[src/rtl/bus_datapath_pkg.sv]
`default_nettype none
// ============================================================================
// Module  : bus_datapath_pkg
// Brief   : Shared constants and types for the bus datapath: bus source /
//           register indices, ALU opcodes and the memory FSM state type.
// Rev     : 1.0  initial release
// ============================================================================
package bus_datapath_pkg;

    localparam int c_num_src   = 14;

    localparam int c_idx_ac    = 0;
    localparam int c_idx_l     = 1;
    localparam int c_idx_x     = 2;
    localparam int c_idx_cp    = 3;
    localparam int c_idx_j     = 4;
    localparam int c_idx_t     = 5;
    localparam int c_idx_h     = 6;
    localparam int c_idx_w     = 7;
    localparam int c_idx_k     = 8;
    localparam int c_idx_count = 9;
    localparam int c_idx_mar   = 10;
    localparam int c_idx_mdr   = 11;
    localparam int c_idx_pc    = 12;
    localparam int c_idx_ir    = 13;

    localparam logic [2:0] c_alu_pass = 3'd0;
    localparam logic [2:0] c_alu_add  = 3'd1;
    localparam logic [2:0] c_alu_sub  = 3'd2;
    localparam logic [2:0] c_alu_inc  = 3'd3;
    localparam logic [2:0] c_alu_dec  = 3'd4;
    localparam logic [2:0] c_alu_and  = 3'd5;
    localparam logic [2:0] c_alu_or   = 3'd6;
    localparam logic [2:0] c_alu_shl  = 3'd7;

    typedef enum logic [1:0] {
        MS_IDLE = 2'd0,
        MS_REQ  = 2'd1,
        MS_WAIT = 2'd2,
        MS_DONE = 2'd3
    } mem_state_e;

endpackage
`default_nettype wire

[src/rtl/bus_datapath_if.sv]
`default_nettype none
// ============================================================================
// Module  : bus_datapath_if
// Brief   : Data-memory request/acknowledge bus between datapath and DRAM.
// Rev     : 1.0  initial release
// ============================================================================
interface bus_datapath_if #(
    parameter int DW = 16,
    parameter int AW = 16
);
    logic          dram_req;
    logic          dram_we;
    logic [AW-1:0] dram_addr;
    logic [DW-1:0] dram_wdata;
    logic [DW-1:0] dram_rdata;
    logic          dram_ack;

    modport master (
        output dram_req, dram_we, dram_addr, dram_wdata,
        input  dram_rdata, dram_ack
    );

    modport slave (
        input  dram_req, dram_we, dram_addr, dram_wdata,
        output dram_rdata, dram_ack
    );
endinterface
`default_nettype wire

[src/rtl/bus_datapath_alu.sv]
`default_nettype none
// ============================================================================
// Module  : dp_alu
// Brief   : Combinational accumulator ALU, all results modulo 2^DW.
// Rev     : 1.0  initial release
// ============================================================================
module dp_alu
    import bus_datapath_pkg::*;
#(
    parameter int DW = 16
) (
    input  wire logic [DW-1:0] i_ac,
    input  wire logic [DW-1:0] i_bus,
    input  wire logic [2:0]    i_alu_op,
    output logic      [DW-1:0] o_result
);

    always_comb begin
        o_result = i_bus;
        case (i_alu_op)
            c_alu_pass: o_result = i_bus;
            c_alu_add:  o_result = i_ac + i_bus;
            c_alu_sub:  o_result = i_ac - i_bus;
            c_alu_inc:  o_result = i_ac + DW'(1);
            c_alu_dec:  o_result = i_ac - DW'(1);
            c_alu_and:  o_result = i_ac & i_bus;
            c_alu_or:   o_result = i_ac | i_bus;
            c_alu_shl:  o_result = {i_ac[DW-2:0], 1'b0};
            default:    o_result = i_bus;
        endcase
    end

endmodule
`default_nettype wire

[src/rtl/bus_datapath.sv]
`default_nettype none
// ============================================================================
// Module  : bus_datapath
// Brief   : Single-bus register datapath with accumulator ALU, PC/IR and a
//           four-state data-memory transaction engine.
// Rev     : 1.0  initial release
// ============================================================================
module bus_datapath
    import bus_datapath_pkg::*;
#(
    parameter int DW = 16,
    parameter int AW = 16
) (
    input  wire logic          clk,
    input  wire logic          reset,
    input  wire logic [13:0]   bus_rd,
    input  wire logic [13:0]   reg_wr,
    input  wire logic [2:0]    alu_op,
    input  wire logic          alu_mux,
    input  wire logic          ac_reset,
    input  wire logic          pc_inc,
    input  wire logic          iram_read,
    input  wire logic          dram_read,
    input  wire logic          dram_write,
    output logic      [AW-1:0] iram_addr,
    input  wire logic [23:0]   iram_data,
    output logic      [23:0]   ir_out,
    output logic               neg_flag,
    output logic               mem_busy,
    output logic               mem_done,
    output logic               bus_err,
    bus_datapath_if.master     dram
);

    logic [DW-1:0] r_ac;
    logic [DW-1:0] r_gen [1:9];
    logic [AW-1:0] r_mar;
    logic [DW-1:0] r_mdr;
    logic [AW-1:0] r_pc;
    logic [23:0]   r_ir;
    logic          r_neg;
    logic          r_bus_err;
    logic [AW-1:0] r_addr;
    logic [DW-1:0] r_wdata;
    logic          r_op_write;
    mem_state_e    r_state;
    mem_state_e    w_state_next;

    logic [DW-1:0] w_src [0:13];
    logic [DW-1:0] w_bus;
    logic          w_bus_fault;
    logic [DW-1:0] w_mar_dw;
    logic [DW-1:0] w_pc_dw;
    logic [DW-1:0] w_ir_dw;
    logic [AW-1:0] w_bus_aw;
    logic [DW-1:0] w_alu_y;
    logic [DW-1:0] w_ac_next;
    logic          w_start;
    logic          w_req_out;
    logic          w_busy;
    logic          w_done;
    logic          w_rd_complete;
    logic          w_mem_err;
    logic          w_unused;

    assign w_unused = reg_wr[c_idx_ir];

    // Width adaption between the DW-wide bus and the AW-wide address registers
    generate
        if (AW == DW) begin : g_aw_eq
            assign w_mar_dw = r_mar;
            assign w_pc_dw  = r_pc;
            assign w_bus_aw = w_bus;
        end else if (AW > DW) begin : g_aw_wide
            assign w_mar_dw = r_mar[DW-1:0];
            assign w_pc_dw  = r_pc[DW-1:0];
            assign w_bus_aw = {{(AW-DW){1'b0}}, w_bus};
        end else begin : g_aw_narrow
            assign w_mar_dw = {{(DW-AW){1'b0}}, r_mar};
            assign w_pc_dw  = {{(DW-AW){1'b0}}, r_pc};
            assign w_bus_aw = w_bus[AW-1:0];
        end

        if (DW == 24) begin : g_ir_eq
            assign w_ir_dw = r_ir;
        end else if (DW < 24) begin : g_ir_slice
            assign w_ir_dw = r_ir[DW-1:0];
        end else begin : g_ir_ext
            assign w_ir_dw = {{(DW-24){1'b0}}, r_ir};
        end
    endgenerate

    always_comb begin
        w_src[c_idx_ac] = r_ac;
        for (int i = 1; i <= 9; i++) begin
            w_src[i] = r_gen[i];
        end
        w_src[c_idx_mar] = w_mar_dw;
        w_src[c_idx_mdr] = r_mdr;
        w_src[c_idx_pc]  = w_pc_dw;
        w_src[c_idx_ir]  = w_ir_dw;
    end

    // A non-one-hot select drives zero rather than an OR of sources
    always_comb begin
        w_bus_fault = !$onehot(bus_rd);
        w_bus       = '0;
        if (!w_bus_fault) begin
            for (int i = 0; i < c_num_src; i++) begin
                if (bus_rd[i]) w_bus = w_bus | w_src[i];
            end
        end
    end

    dp_alu #(.DW(DW)) u_alu (
        .i_ac     (r_ac),
        .i_bus    (w_bus),
        .i_alu_op (alu_op),
        .o_result (w_alu_y)
    );

    assign w_ac_next = alu_mux ? w_alu_y : w_bus;

    always_ff @(posedge clk) begin
        if (reset || ac_reset) begin
            r_ac  <= '0;
            r_neg <= 1'b0;
        end else if (reg_wr[c_idx_ac]) begin
            r_ac  <= w_ac_next;
            r_neg <= w_ac_next[DW-1];
        end
    end

    always_ff @(posedge clk) begin
        if (reset) begin
            for (int i = 1; i <= 9; i++) r_gen[i] <= '0;
            r_mar <= '0;
            r_pc  <= '0;
            r_ir  <= '0;
        end else begin
            for (int i = 1; i <= 9; i++) begin
                if (reg_wr[i]) r_gen[i] <= w_bus;
            end
            if (reg_wr[c_idx_mar]) r_mar <= w_bus_aw;
            if (reg_wr[c_idx_pc])  r_pc  <= w_bus_aw;
            else if (pc_inc)       r_pc  <= r_pc + AW'(1);
            if (iram_read)         r_ir  <= iram_data;
        end
    end

    // Memory read data takes precedence over a bus load in the same cycle
    always_ff @(posedge clk) begin
        if (reset)                  r_mdr <= '0;
        else if (w_rd_complete)     r_mdr <= dram.dram_rdata;
        else if (reg_wr[c_idx_mdr]) r_mdr <= w_bus;
    end

    always_ff @(posedge clk) begin
        if (reset) r_state <= MS_IDLE;
        else       r_state <= w_state_next;
    end

    always_comb begin
        w_state_next  = r_state;
        w_start       = 1'b0;
        w_req_out     = 1'b0;
        w_busy        = 1'b1;
        w_done        = 1'b0;
        w_rd_complete = 1'b0;
        w_mem_err     = dram_read || dram_write;
        case (r_state)
            MS_IDLE: begin
                w_busy    = 1'b0;
                w_mem_err = dram_read && dram_write;
                if (dram_read || dram_write) begin
                    w_start      = 1'b1;
                    w_state_next = MS_REQ;
                end
            end
            MS_REQ: begin
                w_req_out    = 1'b1;
                w_state_next = MS_WAIT;
            end
            MS_WAIT: begin
                if (dram.dram_ack) begin
                    w_rd_complete = !r_op_write;
                    w_state_next  = MS_DONE;
                end
            end
            MS_DONE: begin
                w_done       = 1'b1;
                w_state_next = MS_IDLE;
            end
            default: w_state_next = MS_IDLE;
        endcase
    end

    always_ff @(posedge clk) begin
        if (reset) begin
            r_addr     <= '0;
            r_wdata    <= '0;
            r_op_write <= 1'b0;
        end else if (w_start) begin
            r_addr     <= r_mar;
            r_op_write <= dram_write;
            if (dram_write) r_wdata <= r_mdr;
        end
    end

    always_ff @(posedge clk) begin
        if (reset) r_bus_err <= 1'b0;
        else       r_bus_err <= r_bus_err | w_bus_fault | w_mem_err;
    end

    assign dram.dram_req   = w_req_out;
    assign dram.dram_we    = w_req_out && r_op_write;
    assign dram.dram_addr  = r_addr;
    assign dram.dram_wdata = r_wdata;

    assign iram_addr = r_pc;
    assign ir_out    = r_ir;
    assign neg_flag  = r_neg;
    assign mem_busy  = w_busy;
    assign mem_done  = w_done;
    assign bus_err   = r_bus_err;

endmodule
`default_nettype wire

[src/flat_wrapper.sv]
// flat-port wrapper written by rule: the top's interface ports become plain ports
module bus_datapath_flat import bus_datapath_pkg::*;
#(
    parameter int DW = 16,
    parameter int AW = 16
)
  (clk, reset, bus_rd, reg_wr, alu_op, alu_mux, ac_reset, pc_inc, iram_read, dram_read, dram_write, iram_addr, iram_data, ir_out, neg_flag, mem_busy, mem_done, bus_err, dram_dram_req, dram_dram_we, dram_dram_addr, dram_dram_wdata, dram_dram_rdata, dram_dram_ack);
  bus_datapath_if #(.DW(DW), .AW(AW)) dram_i ();
  input  wire logic clk;
  input  wire logic reset;
  input  wire logic [13:0] bus_rd;
  input  wire logic [13:0] reg_wr;
  input  wire logic [2:0] alu_op;
  input  wire logic alu_mux;
  input  wire logic ac_reset;
  input  wire logic pc_inc;
  input  wire logic iram_read;
  input  wire logic dram_read;
  input  wire logic dram_write;
  output logic      [AW-1:0] iram_addr;
  input  wire logic [23:0] iram_data;
  output logic      [23:0] ir_out;
  output logic neg_flag;
  output logic mem_busy;
  output logic mem_done;
  output logic bus_err;
  output wire logic [$bits(dram_i.dram_req)-1:0] dram_dram_req;
  output wire logic [$bits(dram_i.dram_we)-1:0] dram_dram_we;
  output wire logic [$bits(dram_i.dram_addr)-1:0] dram_dram_addr;
  output wire logic [$bits(dram_i.dram_wdata)-1:0] dram_dram_wdata;
  input wire logic [$bits(dram_i.dram_rdata)-1:0] dram_dram_rdata;
  input wire logic [$bits(dram_i.dram_ack)-1:0] dram_dram_ack;
  assign dram_dram_req = dram_i.dram_req;
  assign dram_dram_we = dram_i.dram_we;
  assign dram_dram_addr = dram_i.dram_addr;
  assign dram_dram_wdata = dram_i.dram_wdata;
  assign dram_i.dram_rdata = dram_dram_rdata;
  assign dram_i.dram_ack = dram_dram_ack;
  bus_datapath #(.DW(DW), .AW(AW)) u_core (.clk(clk), .reset(reset), .bus_rd(bus_rd), .reg_wr(reg_wr), .alu_op(alu_op), .alu_mux(alu_mux), .ac_reset(ac_reset), .pc_inc(pc_inc), .iram_read(iram_read), .dram_read(dram_read), .dram_write(dram_write), .iram_addr(iram_addr), .iram_data(iram_data), .ir_out(ir_out), .neg_flag(neg_flag), .mem_busy(mem_busy), .mem_done(mem_done), .bus_err(bus_err), .dram(dram_i));
endmodule
[config.mk]
export PLATFORM = sky130hd
export DESIGN_NAME = bus_datapath_flat
export DESIGN_NICKNAME = d
export VERILOG_FILES = /design/src/rtl/bus_datapath_pkg.sv /design/src/rtl/bus_datapath_if.sv /design/src/rtl/bus_datapath_alu.sv /design/src/rtl/bus_datapath.sv /design/src/flat_wrapper.sv
export SDC_FILE = /design/constraint.sdc
export NUM_CORES = 1
export LEC_CHECK = 0
export ABC_AREA = 1
export CAP_MARGIN = 0
export CORE_MARGIN = 5
export CORE_UTILIZATION = 32
export CTS_CLUSTER_SIZE = 12
export DETAILED_ROUTE_END_ITERATION = 10
export PLACE_DENSITY = 0.5
export SKIP_LAST_GASP = 1
export SLEW_MARGIN = 15
export SYNTH_ARGS = -nofsm -noshare
export SYNTH_HDL_FRONTEND = slang
export SYNTH_SLANG_ARGS = --single-unit
[constraint.sdc]
create_clock -name clk -period 19.2 [get_ports clk]
set_clock_uncertainty 0.2 [all_clocks]
set_input_delay 3.84 -clock clk [delete_from_list [all_inputs] [get_ports clk]]
set_output_delay 3.84 -clock clk [all_outputs]
set_load 0.03 [all_outputs]
==> key figures <==
Outcome
  – Status: finished clean

Yosys
  – Cell taking the most area after synthesis: edfxtp_1
  – Cell area after synthesis: roughly 14000 sq um
  – Syn_nets: around 1900
  – Area share of the largest cell type after synthesis: 0.310
  – Synth warnings: 0
  – Async set-or-reset flop fraction in the synthesized netlist: 0
  – Avg Cell Area, Syn: around 7.9 sq um
  – Synth Instances: 1762
  – Post-synth EDFFs: 144
  – Distinct cells, synth: 45
  – Count leader, synth: nand2_1
  – Post-synth top cells: nand2_1 (490), nor2_1 (353), edfxtp_1 (144)
  – Ys flop type: edfxtp_1
  – Ranking of synthesized cells by area: edfxtp_1 (31%), dfxtp_1 (18%), nand2_1 (13%)
  – Flops & latches, synth: around 270
  – Seq/Total Area, Yosys: 0.488

Cells and area
  – Reg area: around 7000 sq um
  – Nets: 2000
  – # diodes: 0
  – Area of the multi-input gates: approximately 6200 sq um
  – Fin cells: about 2500
  – Area growth from synthesis to layout: 21.1%
  – FILL cells: around 4500
  – Layout cell share with drive strength beyond 1: 0.0656
  – Core Util, Final: 0.392

Floorplanning
  – Die area: between 40000 and 50000 sq um
  – Initial core utilization: 0.324
  – IO Count: approximately 160
  – Die Ht: between 200 and 250 microns
  – Core area: around 43000 sq um
  – Die X: around 220 microns
  – Row count: 76

Route
  – Via/cell ratio: 4.98
  – Via count: 12406
  – WL/cell: 20.9 microns
  – Starting DRT DRC Count: approximately 1200
  – Residual DRC: 0
  – Routed Antenna Nets: 0
  – WL final: between 50000 and 60000 microns
  – TritonRoute pass-1 iters: 5

Global route
  – Gr busiest metal: met2
  – Total GRT Usage: 0.212
  – Gr ovfl total: 0
  – Initial antenna violation count: 0
  – Via count of the first global-routing pass: 11935
  – Largest net degree at the start of global routing: 57
  – First-pass GRT wire length: roughly 77000 microns
  – Routing usage on met1: 0.286
  – Routing usage on met2: 0.365
  – GRT met3 Usage: 0.0302

Timing
  – Period utilization: 0.597
  – Hold Worst Slack: ~280 ps
  – Slew of the pin with the lowest slew margin: around 1100 ps
  – TNS Setup: 0 ps
  – Setup ws final: 7740 ps
  – FMAX: 87.3 MHz
  – Post-route minimum period: 11460 ps
  – Hold violation count in the final report: 0
  – RSZ-0062 raised after global routing: no
  – Final setup vio count: 0
  – Slew Viols, Final: 0
  – Max_slew headroom: 0.292

Critical path
  – Worst R2R Path Depth: 28
  – Worst setup path endpoint: u_core.r_ac[10]$_SDFFE_PP0P_
  – Crit path kind: in2reg
  – Reg2reg setup slack: approximately 14000 ps
  – Crit-path max FO: 17
  – Worst r2r src: u_core.r_mdr[0]$_SDFFE_PP0P_
  – Startpoint Class: input pin
  – CP endpoint kind: flip-flop
  – Worst Path Required: between 15000 and 20000 ps
  – CP arrival: 11710 ps
  – Slowest-stage cell, CP: clkdlybuf4s50_1
  – Worst flop-to-flop path endpoint: u_core.r_ac[14]$_SDFFE_PP0P_
  – Crit-path most repeated cell: inv_1
  – Worst Setup SP: bus_rd[11]
  – Crit path largest cell delay: 800 ps

CTS
  – H-tree lvl count: 1
  – Clock latency on the worst-skew pair: 580 ps
  – # hold bufs at CTS: 0
  – Cts repair resizes: 0
  – TritonCTS Buffers: 31
  – Maximum clock path buffer count: 3
  – Total clock sinks: between 200 and 300
  – Post-CTS setup buffer count: 0
  – CTS tree: built
  – CTS Root Cell: clkbuf_16
  – Clk slew on worst S/H paths: about 60 ps

Place
  – # placed instances: ~2400
  – DP Wirelength: between 30000 and 40000 microns
  – Port buffer count: around 160
  – Place WS: between 7000 and 8000 ps
  – Gpl congestion: 0.840

Worst hold path
  – Worst Hold Class: reg2reg

Pwr
  – Max rail drop VDD: ~0.072 mV
  – Leak: around 0.007 uW
  – PD cells: 149 nW/um^2

Job
  – MaxCap Viol Count: 0
## where the power goes
group | internal (uW) | switching (uW)
Combinational | 366 | 771
Clock | 363 | 253
Sequential | 708 | 57.4
## cells in the final DEF, fill, tap and decap left out, types with 8 or more instances in the layout
cell type	Yosys	layout
a21oi_1	76	76
a221oi_1	9	9
a31oi_1	21	21
buf_4	0	17
clkbuf_16	0	31
clkdlybuf4s50_1	0	156
clkinv_1	5	9
dfxtp_1	124	124
edfxtp_1	144	144
fa_1	11	11
ha_1	29	29
inv_1	112	112
nand2_1	490	490
nand2_2	8	8
nand3_1	32	32
nor2_1	353	351
nor2_2	13	15
o21ai_0	135	135
o221ai_1	9	9
or2_2	15	15
xor2_1	16	16
## worst min-delay path by stage
stage	startpoint	end	slack (ps)	cells after the start
2_1_floorplan	u_core.r_op_write$_SDFFE_PP0P_	u_core.r_op_write$_SDFFE_PP0P_	250	2
3_3_place_gp	u_core.dram.dram_wdata[14]$_SDFFE_PP0P_	u_core.dram.dram_wdata[14]$_SDFFE_PP0P_	270	2
3_5_place_dp	u_core.dram.dram_wdata[10]$_SDFFE_PP0P_	u_core.dram.dram_wdata[10]$_SDFFE_PP0P_	270	2
4_1_cts	u_core.dram.dram_wdata[10]$_SDFFE_PP0P_	u_core.dram.dram_wdata[10]$_SDFFE_PP0P_	280	2
5_1_grt	u_core.dram.dram_wdata[14]$_SDFFE_PP0P_	u_core.dram.dram_wdata[14]$_SDFFE_PP0P_	310	2
6_report	u_core.dram.dram_wdata[10]$_SDFFE_PP0P_	u_core.dram.dram_wdata[10]$_SDFFE_PP0P_	280	2
## per-stage QoR
stage	cell area, sq um	total power [uW]
floorplan	14000	1530
global placement	15900	1900
detailed placement	15900	1910
CTS	16900	2520
global route	16900	2670
finish	16900	2520
## routing by layer
layer / vias to the layer above / wire (microns)
met2: 446 / 25100
met4: 0 / 933
met5: - / 0
met3: 61 / 3550
met1: 5918 / 22500
li1: 5981 / -
## logic make-up after synthesis
logic type | after synthesis | synth area share
AOI/OAI and AO/OA | 285 | 0.115
xor gates and xnor gates | 23 | 0.0144
adders and majority gates | 40 | 0.0418
buffers and inverters | 209 | 0.0695
DFF | 268 | 0.488
and+or+nand+nor | 937 | 0.272
## final cells by class
type	count	share of cell area
Sequential cell	268	0.403
Multi-Input combinational cell	1285	0.366
Timing Repair Buffer	173	0.0999
Clock buffer	38	0.0474
Tap cell	585	0.0433
Inverter	121	0.0270
Clock inverter	20	0.0135
## state kept, by name, indices dropped and copies added (netlist names)
signal	count
u_core.bus_err	1
u_core.dram.dram_addr	16
u_core.dram.dram_wdata	16
u_core.ir_out	24
u_core.iram_addr	16
u_core.neg_flag	1
u_core.r_ac	15
u_core.r_gen	144
u_core.r_mar	16
u_core.r_mdr	16
u_core.r_op_write	1
u_core.r_state	2
## worst max-delay path, delay by kind of cell
family,cells,cell delay (ps)
xor+xnor,1,200
compound gates,7,1270
buf+inv,10,1930
simple gates,9,1610
fa+ha+maj,7,2840
Note: power is estimated with default switching activity, not from simulation.
